`config.mk`:
```
export PLATFORM = sky130hd
export DESIGN_NAME = cv32e40p_vector_load_unit_flat
export DESIGN_NICKNAME = d
export VERILOG_FILES = /design/src/rtl/cv32e40p_vector_load_unit_if.sv /design/src/rtl/cv32e40p_vector_load_unit.sv /design/src/flat_wrapper.sv
export SDC_FILE = /design/constraint.sdc
export NUM_CORES = 1
export LEC_CHECK = 0
export ABC_AREA = 1
export CORE_UTILIZATION = 53
export CTS_BUF_LIST = sky130_fd_sc_hd__clkbuf_16
export DETAILED_ROUTE_END_ITERATION = 12
export GPL_TIMING_DRIVEN = 0
export PLACE_DENSITY = 0.81
export SYNTH_ARGS = -nofsm -noshare
export SYNTH_HDL_FRONTEND = slang
export SYNTH_SLANG_ARGS = --single-unit
```
`constraint.sdc`:
```
create_clock -name clk -period 2.4 [get_ports clk]
set_input_delay 0.24 -clock clk [delete_from_list [all_inputs] [get_ports clk]]
set_output_delay 0.24 -clock clk [all_outputs]
set_load 0.02 [all_outputs]
```
`src/rtl/cv32e40p_vector_load_unit_if.sv`:
```
// Request, memory-port and writeback/scoreboard signals of the vector load unit.
// The slave modport is the unit itself; the master modport is its environment.
interface cv32e40p_vector_load_unit_if #(
  parameter int VREG_AW = 4
);
  logic               req_valid;
  logic               req_ready;
  logic [VREG_AW-1:0] req_vd;
  logic [31:0]        req_addr;
  logic [3:0]         req_mask;
  logic               data_req_o;
  logic               data_gnt_i;
  logic [31:0]        data_addr_o;
  logic               data_rvalid_i;
  logic [31:0]        data_rdata_i;
  logic               vrf_we;
  logic [VREG_AW-1:0] vrf_waddr;
  logic [127:0]       vrf_wdata;
  logic [3:0]         vrf_wmask;
  logic               sb_fire;
  logic [VREG_AW-1:0] sb_dest;
  logic               err_o;

  modport slave (
    input  req_valid, req_vd, req_addr, req_mask, data_gnt_i, data_rvalid_i, data_rdata_i,
    output req_ready, data_req_o, data_addr_o, vrf_we, vrf_waddr, vrf_wdata, vrf_wmask,
           sb_fire, sb_dest, err_o
  );

  modport master (
    output req_valid, req_vd, req_addr, req_mask, data_gnt_i, data_rvalid_i, data_rdata_i,
    input  req_ready, data_req_o, data_addr_o, vrf_we, vrf_waddr, vrf_wdata, vrf_wmask,
           sb_fire, sb_dest, err_o
  );
endinterface

```
`src/rtl/cv32e40p_vector_load_unit.sv`:
```
// Masked 4x32-bit vector load: one word beat per enabled lane, single 128-bit writeback.
// state | meaning
// IDLE  | ready for a request
// ISSUE | driving the memory request for the current lane
// WAIT  | granted, waiting for read data of the current lane
// WB    | registered writeback to the vector register file is active
module cv32e40p_vector_load_unit #(
  parameter int NUM_VREGS = 11,
  parameter int VREG_AW   = 4
) (
  input logic clk,
  input logic rst_n,
  cv32e40p_vector_load_unit_if.slave bus
);

  typedef enum logic [1:0] {IDLE, ISSUE, WAIT, WB} state_t;

  localparam logic [VREG_AW:0] NUM_VREGS_W = (VREG_AW+1)'(NUM_VREGS);

  state_t             state_q, state_d;
  logic [1:0]         lane_q, lane_d;
  logic [VREG_AW-1:0] vd_q;
  logic [31:0]        base_q;
  logic [3:0]         mask_q;
  logic [127:0]       buf_q, buf_upd;
  logic               err_q;
  logic               vrf_we_q;
  logic [VREG_AW-1:0] vrf_waddr_q;
  logic [127:0]       vrf_wdata_q;
  logic [3:0]         vrf_wmask_q;
  logic               vd_legal, accept, start, beat_done, has_next;
  logic [1:0]         first_lane, next_lane;

  assign vd_legal      = {1'b0, bus.req_vd} < NUM_VREGS_W;
  assign bus.req_ready = rst_n && (state_q == IDLE);
  assign accept        = bus.req_valid && bus.req_ready;
  assign start         = accept && vd_legal && (bus.req_mask != 4'b0000);
  assign beat_done     = (state_q == WAIT) && bus.data_rvalid_i;

  always_comb begin
    first_lane = 2'd0;
    for (int i = 3; i >= 0; i--) begin
      if (bus.req_mask[i]) first_lane = 2'(i);
    end
    next_lane = 2'd0;
    has_next  = 1'b0;
    for (int i = 3; i >= 0; i--) begin
      if (mask_q[i] && (i > int'(lane_q))) begin
        next_lane = 2'(i);
        has_next  = 1'b1;
      end
    end
  end

  always_comb begin
    buf_upd = buf_q;
    buf_upd[{lane_q, 5'b00000} +: 32] = bus.data_rdata_i;
  end

  always_ff @(posedge clk or negedge rst_n) begin
    if (!rst_n) begin
      state_q <= IDLE;
      lane_q  <= 2'd0;
    end else begin
      state_q <= state_d;
      lane_q  <= lane_d;
    end
  end

  always_comb begin
    state_d         = state_q;
    lane_d          = lane_q;
    bus.data_req_o  = 1'b0;
    bus.data_addr_o = 32'd0;
    bus.sb_fire     = 1'b0;
    bus.sb_dest     = '0;
    case (state_q)
      IDLE: begin
        if (start) begin
          state_d     = ISSUE;
          lane_d      = first_lane;
          bus.sb_fire = 1'b1;
          bus.sb_dest = bus.req_vd;
        end
      end
      ISSUE: begin
        bus.data_req_o  = 1'b1;
        bus.data_addr_o = base_q + {28'd0, lane_q, 2'b00};
        if (bus.data_gnt_i) state_d = WAIT;
      end
      WAIT: begin
        if (bus.data_rvalid_i) begin
          if (has_next) begin
            state_d = ISSUE;
            lane_d  = next_lane;
          end else begin
            state_d = WB;
          end
        end
      end
      WB:      state_d = IDLE;
      default: state_d = IDLE;
    endcase
  end

  // Writeback fields are loaded on the final beat so they are valid exactly while in WB.
  always_ff @(posedge clk or negedge rst_n) begin
    if (!rst_n) begin
      vd_q        <= '0;
      base_q      <= 32'd0;
      mask_q      <= 4'd0;
      buf_q       <= 128'd0;
      err_q       <= 1'b0;
      vrf_we_q    <= 1'b0;
      vrf_waddr_q <= '0;
      vrf_wdata_q <= 128'd0;
      vrf_wmask_q <= 4'd0;
    end else begin
      err_q       <= accept && !vd_legal;
      vrf_we_q    <= 1'b0;
      vrf_waddr_q <= '0;
      vrf_wdata_q <= 128'd0;
      vrf_wmask_q <= 4'd0;
      if (accept) begin
        vd_q   <= bus.req_vd;
        base_q <= bus.req_addr;
        mask_q <= bus.req_mask;
        buf_q  <= 128'd0;
      end
      if (beat_done) begin
        buf_q <= buf_upd;
        if (!has_next) begin
          vrf_we_q    <= 1'b1;
          vrf_waddr_q <= vd_q;
          vrf_wdata_q <= buf_upd;
          vrf_wmask_q <= mask_q;
        end
      end
    end
  end

  assign bus.vrf_we    = vrf_we_q;
  assign bus.vrf_waddr = vrf_waddr_q;
  assign bus.vrf_wdata = vrf_wdata_q;
  assign bus.vrf_wmask = vrf_wmask_q;
  assign bus.err_o     = err_q;

endmodule

```
`src/flat_wrapper.sv`:
```
// flat-port wrapper written by rule: the top's interface ports become plain ports
module cv32e40p_vector_load_unit_flat 
#(
  parameter int NUM_VREGS = 11,
  parameter int VREG_AW   = 4
)
  (clk, rst_n, bus_req_valid, bus_req_vd, bus_req_addr, bus_req_mask, bus_data_gnt_i, bus_data_rvalid_i, bus_data_rdata_i, bus_req_ready, bus_data_req_o, bus_data_addr_o, bus_vrf_we, bus_vrf_waddr, bus_vrf_wdata, bus_vrf_wmask, bus_sb_fire, bus_sb_dest, bus_err_o);
  cv32e40p_vector_load_unit_if #(.VREG_AW(VREG_AW)) bus_i ();
  input logic clk;
  input logic rst_n;
  input wire logic [$bits(bus_i.req_valid)-1:0] bus_req_valid;
  input wire logic [$bits(bus_i.req_vd)-1:0] bus_req_vd;
  input wire logic [$bits(bus_i.req_addr)-1:0] bus_req_addr;
  input wire logic [$bits(bus_i.req_mask)-1:0] bus_req_mask;
  input wire logic [$bits(bus_i.data_gnt_i)-1:0] bus_data_gnt_i;
  input wire logic [$bits(bus_i.data_rvalid_i)-1:0] bus_data_rvalid_i;
  input wire logic [$bits(bus_i.data_rdata_i)-1:0] bus_data_rdata_i;
  output wire logic [$bits(bus_i.req_ready)-1:0] bus_req_ready;
  output wire logic [$bits(bus_i.data_req_o)-1:0] bus_data_req_o;
  output wire logic [$bits(bus_i.data_addr_o)-1:0] bus_data_addr_o;
  output wire logic [$bits(bus_i.vrf_we)-1:0] bus_vrf_we;
  output wire logic [$bits(bus_i.vrf_waddr)-1:0] bus_vrf_waddr;
  output wire logic [$bits(bus_i.vrf_wdata)-1:0] bus_vrf_wdata;
  output wire logic [$bits(bus_i.vrf_wmask)-1:0] bus_vrf_wmask;
  output wire logic [$bits(bus_i.sb_fire)-1:0] bus_sb_fire;
  output wire logic [$bits(bus_i.sb_dest)-1:0] bus_sb_dest;
  output wire logic [$bits(bus_i.err_o)-1:0] bus_err_o;
  assign bus_i.req_valid = bus_req_valid;
  assign bus_i.req_vd = bus_req_vd;
  assign bus_i.req_addr = bus_req_addr;
  assign bus_i.req_mask = bus_req_mask;
  assign bus_i.data_gnt_i = bus_data_gnt_i;
  assign bus_i.data_rvalid_i = bus_data_rvalid_i;
  assign bus_i.data_rdata_i = bus_data_rdata_i;
  assign bus_req_ready = bus_i.req_ready;
  assign bus_data_req_o = bus_i.data_req_o;
  assign bus_data_addr_o = bus_i.data_addr_o;
  assign bus_vrf_we = bus_i.vrf_we;
  assign bus_vrf_waddr = bus_i.vrf_waddr;
  assign bus_vrf_wdata = bus_i.vrf_wdata;
  assign bus_vrf_wmask = bus_i.vrf_wmask;
  assign bus_sb_fire = bus_i.sb_fire;
  assign bus_sb_dest = bus_i.sb_dest;
  assign bus_err_o = bus_i.err_o;
  cv32e40p_vector_load_unit #(.NUM_VREGS(NUM_VREGS), .VREG_AW(VREG_AW)) u_core (.clk(clk), .rst_n(rst_n), .bus(bus_i));
endmodule
```
==> run metrics, run 1 <==
r2r endpoint=u_core.bus.vrf_wdata[25]$_DFF_PN0_; unrepaired setup endpoints after global routing=yes; worst vdd ir=728 uV; Yosys cell types=30; WHS Path Cells=3; first-pass GRT wire length=64900 um; Synthesis Warnings=0; clock slew at reported path FFs=0.06 ns; Die Span X=163 um; reg2reg start=u_core.lane_q[0]$_DFFE_PN0P_; CTS tree=built; Fin Clk Skew=0.0126 ns; Routed WL per cell=18.7 um; htree depth=1; GP Congestion=0.952; clock period minus final worst setup slack=2.66 ns; most common cell after layout, fill and taps aside=dfrtp_1; full die area=0.0265 sq mm; CP required=2.16 ns; Initial Utilization=54.3%; layout cells sized above 1=14.2%; Final setup violation count=13; core area=0.0253 sq mm; I/O pin total=254; crit path capture type=output port; fill count=1835; hold wc startpoint=bus_req_addr[15]; status=finished, violations left; failing checks=negative setup slack; Buf/Inv on CP=2; DR vias=12600; die height=163 um; Syn Inst Count=1585; max-slew violation count=0; total grt overflow=0; CTS Buffer Depth=3; drt pass-1 iters=5; worst slew pin tran=0.568 ns; final hold vios=0; vias per cell=5.62; Crit Path Max Fanout=4; Avg Inst Size Synth=8.65 sq um; Port Buffer Count=253; final WL=42000 um; Yosys reg bits=310; area occupied by multi-input gates=0.00514 sq mm; post-route DRC violation count=0; P per Cell Area=1010 mW/mm^2; most frequent cells in the layout=307 x dfrtp_1, 297 x nand2_1, 214 x clkdlybuf4s50_1; R2R cell count=12; Worst path max stage delay=0.43 ns; slowest cell on the critical path=dfrtp_2; final antenna-violating net count=0; Final HPWL DP=29700 um; Seq/Total Area, Yosys=56.6%; largest net degree at the start of global routing=115; # nets final=1981; max_slew headroom=62.1%; Mapped Area=0.0137 sq mm; Cell Area, Placed=0.0167 sq mm; clk_lat worst skew=0.57 ns; area grow syn2layout=32.7%; Critical Path Source Type=flip-flop; Top delay family on crit path=adder cells; GRT Total Usage=31.8%; Lkg Pwr=8.36 nW; total inserted antenna cells=0; path category of the worst min-delay check=input pin to flip-flop; row cnt=58; Starting DRT DRC Count=1095; worst endpoint data arrival time=2.42 ns; WS Path Type=flip-flop to output port; max_cap viols=0; R2R Setup Slk=0.10 ns; Mapped Nets=1672; Root Buffer=clkbuf_16; vias in the first global route=12100; Worst Hold End=u_core.base_q[15]$_DFFE_PN0P_; cells along the critical path=ha_4 > fa_2 > nand2_4 > nor2_4 > nand2_4 > nor2_4 > buf_6 > xnor2_4 > nor2_1 > buf_4; fin area=0.0182 sq mm; initial antenna violation count=0; Sink Count=310; Max Clk Rate=375 MHz; CTS Buf Count=31; TNS Setup=-1.81 ns; final cycle utilization of the critical path=111%; final worst-path setup slack=-0.264 ns; FF/Latch Area=0.00776 sq mm
-- per-layer routing --
metal	share of wire, %	vias up	routed length (um)	GRT usage (%)
li1	-	5793	-	-
met1	38	5997	16200	41.3
met2	48	728	20200	52.2
met3	9.8	113	4110	6.72
met4	3.7	0	1560	12.1
met5	0	-	0	0
-- flip-flops by register name, summed over array words and instances (netlist names) --
signal and count:
u_core.bus.vrf_wdata 128, u_core.state_q 2, u_core.bus.vrf_waddr 4, u_core.base_q 32, u_core.bus.vrf_wmask 4, u_core.bus.vrf_we 1
u_core.vd_q 4, u_core.buf_q 128, u_core.mask_q 4, u_core.bus.err_o 1, u_core.lane_q 2
-- stage by stage --
step | util, % | std cells | setup WS [ns] | hold WS (ns) | total power, mW
floorplan | - | 1585 | 0.385 | -0.0556 | 10.8
global placement | 66.0 | 2168 | -11.83 | 0.465 | 12.8
detailed placement | 66.2 | 2170 | -0.654 | 0.241 | 13.0
CTS | 71.5 | 2241 | -0.235 | 0.205 | 18.1
global route | 72.1 | 2247 | -0.345 | 0.218 | 19.3
finish | 72.1 | 2247 | -0.264 | 0.215 | 18.4
-- cell usage after synthesis, drive strengths merged --
cell    count  area (sq um)
fa          1          20.0
xor2        2          17.5
buf        78           428
nand2     311          1200
or2         1          6.26
nand3     121           618
xnor2       4          35.0
nor3       35           300
inv       127           477
nor2      219           858
ha          9           113
o22ai      64           400
o21ai     229          1150
dfrtp     310          7760
clkbuf     28           105
a21oi      43           215
nand3b      1          7.51
nand4       2          12.5
-- what timing repair did --
action,4_1_cts,5_1_grt
cloned,2,0
gates resized for setup,171,60
endpoints found under the setup margin,39,96
endpoints found under the hold margin,103,0
hold buffers,7,0
buffers inserted,6,6
pin swaps,20,18
-- power breakdown --
group	switching, mW	total (mW)	internal, mW
clock network	2.04	5.04	3.00
registers	0.577	6.55	5.97
logic	4.67	6.79	2.13
-- area by class of cell --
class / count / share of cell area (%)
multi-input combinational: 1042 / 28.2
clock inverter: 25 / 1.58
timing repair buffer: 276 / 15.4
sequential: 310 / 42.7
tap: 330 / 2.27
clock buffer: 31 / 4.26
buffer: 106 / 3.00
inverter: 127 / 2.63
-- cells by family after synthesis --
kind of cell               count (synthesis)  share of synthesized area, %
and+or+nand+nor                          690                          21.9
AOI/OAI and AO/OA                        336                          12.8
DFF                                      310                          56.6
buffers and inverters                    233                          7.36
adders and majority gates                 10                         0.967
xor gates and xnor gates                   6                         0.383
-- worst max-delay path by stage --
stage | start | endpoint | slack (ns) | depth (start not counted)
after detailed placement | rst_n | bus_sb_dest[1] | -0.65 | 8
after CTS | u_core.lane_q[0]$_DFFE_PN0P_ | bus_data_addr_o[28] | -0.23 | 10
after floorplan | u_core.lane_q[0]$_DFFE_PN0P_ | bus_data_addr_o[28] | 0.38 | 9
after global routing | u_core.base_q[2]$_DFFE_PN0P_ | bus_data_addr_o[12] | -0.34 | 10
after global placement | rst_n | u_core.bus.vrf_wdata[51]$_DFF_PN0_ | -11.83 | 1
final | u_core.lane_q[0]$_DFFE_PN0P_ | bus_data_addr_o[12] | -0.26 | 10
-- tightest hold or removal path, stage by stage --
cell and delay [ns]:
clkdlybuf4s50_1 0.39, nand2_1 0.06, nand2_1 0.04
No activity file was read; power rests on OpenSTA's default activity.
==> run 2: changes to the inputs <==
--- a/config.mk
+++ b/config.mk
@@ -6,6 +6,7 @@
 export NUM_CORES = 1
 export LEC_CHECK = 0
 export ABC_AREA = 1
+export CORE_MARGIN = 8
 export CORE_UTILIZATION = 53
 export CTS_BUF_LIST = sky130_fd_sc_hd__clkbuf_16
 export DETAILED_ROUTE_END_ITERATION = 12
==> run metrics, run 2 (same netlist as run 1, synthesis figures left out) <==
status=finished, violations left; largest net degree at the start of global routing=83 (-28%); Critical Path Source Type=flip-flop; final antenna-violating net count=0 (unchanged); GRT Total Usage=27.6% (-4.1 points); total grt overflow=0 (unchanged); htree depth=1 (unchanged); Port Buffer Count=253 (unchanged); most common cell after layout, fill and taps aside=dfrtp_1; DR vias=12800 (+1.5%); area grow syn2layout=34.2%; Crit Path Max Fanout=3 (-1); non-filler cells, final=2260 (+0.58%); CTS Buffer Depth=3 (unchanged); Root Buffer=clkbuf_16; Initial Utilization=53.2% (-1.1 points); post-route DRC violation count=0 (unchanged); max-slew violation count=0 (unchanged); Fin Clk Skew=0.0104 ns (-0.00222 ns); final hold vios=0 (unchanged); vias in the first global route=12900 (+6.2%); worst vdd ir=710 uV (-2.6%); I/O pin total=254 (unchanged); Routed WL per cell=19.6 um (+4.8%); P per Cell Area=1010 mW/mm^2 (+0.37%); max_cap viols=0 (unchanged); fill count=1943 (+5.9%); Max Clk Rate=391 MHz (+4.3%); CP required=2.16 ns (about the same); Cell Area, Placed=0.0168 sq mm (+0.20%); crit path capture type=output port; unrepaired setup endpoints after global routing=yes; first-pass GRT wire length=68800 um (+6.1%); full die area=0.0313 sq mm (+18%); final worst-path setup slack=-0.154 ns (+0.110 ns); Final HPWL DP=31500 um (+6.2%); clock period minus final worst setup slack=2.55 ns (-0.110 ns); R2R Setup Slk=-0.02 ns (-0.12 ns); worst hold slack=0.227 ns (+0.0121 ns); CTS Buf Count=30 (-3.2%); vias per cell=5.67 (+0.90%); layout cells sized above 1=15.8% (+1.6 points); Die Span X=177 um (+8.6%); most frequent cells in the layout=307 x dfrtp_1, 288 x nand2_1, 214 x clkdlybuf4s50_1; final cycle utilization of the critical path=106% (-4.6 points); Post-Place Cells=2176 (+0.28%); initial antenna violation count=2 (+2); Sink Count=310 (unchanged); GP Congestion=0.910 (-4.4%); clk_lat worst skew=0.55 ns (-0.02 ns); CTS tree=built; Final setup violation count=18 (+5); clock slew at reported path FFs=0.06 ns (about the same); failing checks=negative setup slack; WS Path Type=flip-flop to output port; Starting DRT DRC Count=1430 (+31%); Lkg Pwr=8.40 nW (+0.52%); # nets final=1986 (+0.25%); core area=0.0258 sq mm (+2.0%); path category of the worst min-delay check=input pin to flip-flop; dpl ws=-0.544 ns (+0.110 ns); cells along the critical path=ha_4 > fa_2 > nand2_4 > nor2_4 > nand2_4 > nor2_4 > xnor2_2 > nor2_2 > buf_6; row cnt=59 (+1.7%); worst slew pin tran=0.582 ns (+0.0141 ns); drt pass-1 iters=6 (+1); slowest cell on the critical path=dfrtp_2; max_slew headroom=61.1% (-1.0 points); worst endpoint data arrival time=2.31 ns (-0.11 ns); Buf/Inv on CP=1 (-1); fin area=0.0184 sq mm (+1.1%); total power draw=18.7 mW (+1.5%); Top delay family on crit path=adder cells; die height=177 um (+8.6%); final WL=44300 um (+5.4%); Worst path max stage delay=0.44 ns (about the same)
-- run 2: cell count changes in the layout (fill, tap and decap cells not counted), moves of 8 or more --
cell,before,now
nor2_1,205,194
buf_6,12,20
buf_2,74,61
nand2_2,6,15
nand2_1,297,288
nor2_2,7,15
-- run 2: tightest hold or removal path, delay by kind of cell --
| family | cells | cell delay [ns] |
|---|---|---|
| buffers and inverters | 1 | 0.40 |
| AND/OR/NAND/NOR | 2 | 0.10 |
-- run 2: stage by stage --
step	TNS, ns	util [%]
floorplan	0	-
global placement	-5570.31	64.7
detailed placement	-17.12	65.0
CTS	-2.05	70.3
global route	-3.74	71.4
finish	-1.43	71.4
-- run 2: cell type report --
class                      count  area, sq um  share of cell area (%)
timing repair buffer         283         2890                    15.7
buffer                       105          577                    3.13
inverter                     127          482                    2.62
multi-input combinational   1042         5230                    28.4
tap                          335          419                    2.28
clock buffer                  31          776                    4.22
clock inverter                25          267                    1.45
sequential                   310         7760                    42.2
antenna                        2         5.00                  0.0272
-- run 2: final timing paths --
check,depth (start not counted),start,to
max reg2reg,11,u_core.lane_q[0]$_DFFE_PN0P_,u_core.bus.vrf_wdata[108]$_DFF_PN0_
max,9,u_core.lane_q[0]$_DFFE_PN0P_,bus_data_addr_o[12]
min,3,bus_req_addr[12],u_core.base_q[12]$_DFFE_PN0P_
max in group asynchronous,4,rst_n,u_core.bus.vrf_wdata[114]$_DFF_PN0_
min reg2reg,2,u_core.vd_q[1]$_DFFE_PN0P_,u_core.vd_q[1]$_DFFE_PN0P_
min in group asynchronous,3,rst_n,u_core.bus.vrf_wdata[73]$_DFF_PN0_
-- run 2: report_power, final --
group	internal (mW)	switching (mW)
Sequential	5.97	0.574
Clock	2.97	2.01
Combinational	2.31	4.82
Total	11.2	7.40
-- run 2: metal layers --
| layer | up-vias | part of all wire, % | track usage [%] |
|---|---|---|---|
| met5 | - | 0.027 | 0 |
| met4 | 2 | 4.3 | 11.4 |
| met3 | 141 | 11 | 7.10 |
| met2 | 725 | 46 | 44.4 |
| met1 | 6133 | 39 | 35.3 |
| li1 | 5817 | - | - |
-- run 2: timing repair --
| item | CTS | global route |
|---|---|---|
| pin swaps | 17 | 26 |
| hold buffers | 7 | 0 |
| buffers inserted | 13 | 6 |
| endpoints found under the setup margin | 38 | 122 |
| endpoints found under the hold margin | 109 | 0 |
| gates cloned | 1 | 0 |
| gates resized for setup | 187 | 104 |
==> run 3: changes to the inputs <==
--- a/config.mk
+++ b/config.mk
@@ -12,6 +12,7 @@
 export DETAILED_ROUTE_END_ITERATION = 12
 export GPL_TIMING_DRIVEN = 0
 export PLACE_DENSITY = 0.81
+export SLEW_MARGIN = 20
 export SYNTH_ARGS = -nofsm -noshare
 export SYNTH_HDL_FRONTEND = slang
 export SYNTH_SLANG_ARGS = --single-unit
==> results of run 3 <==
No change in the layout: final DEF, timing and power equal those of run 2.
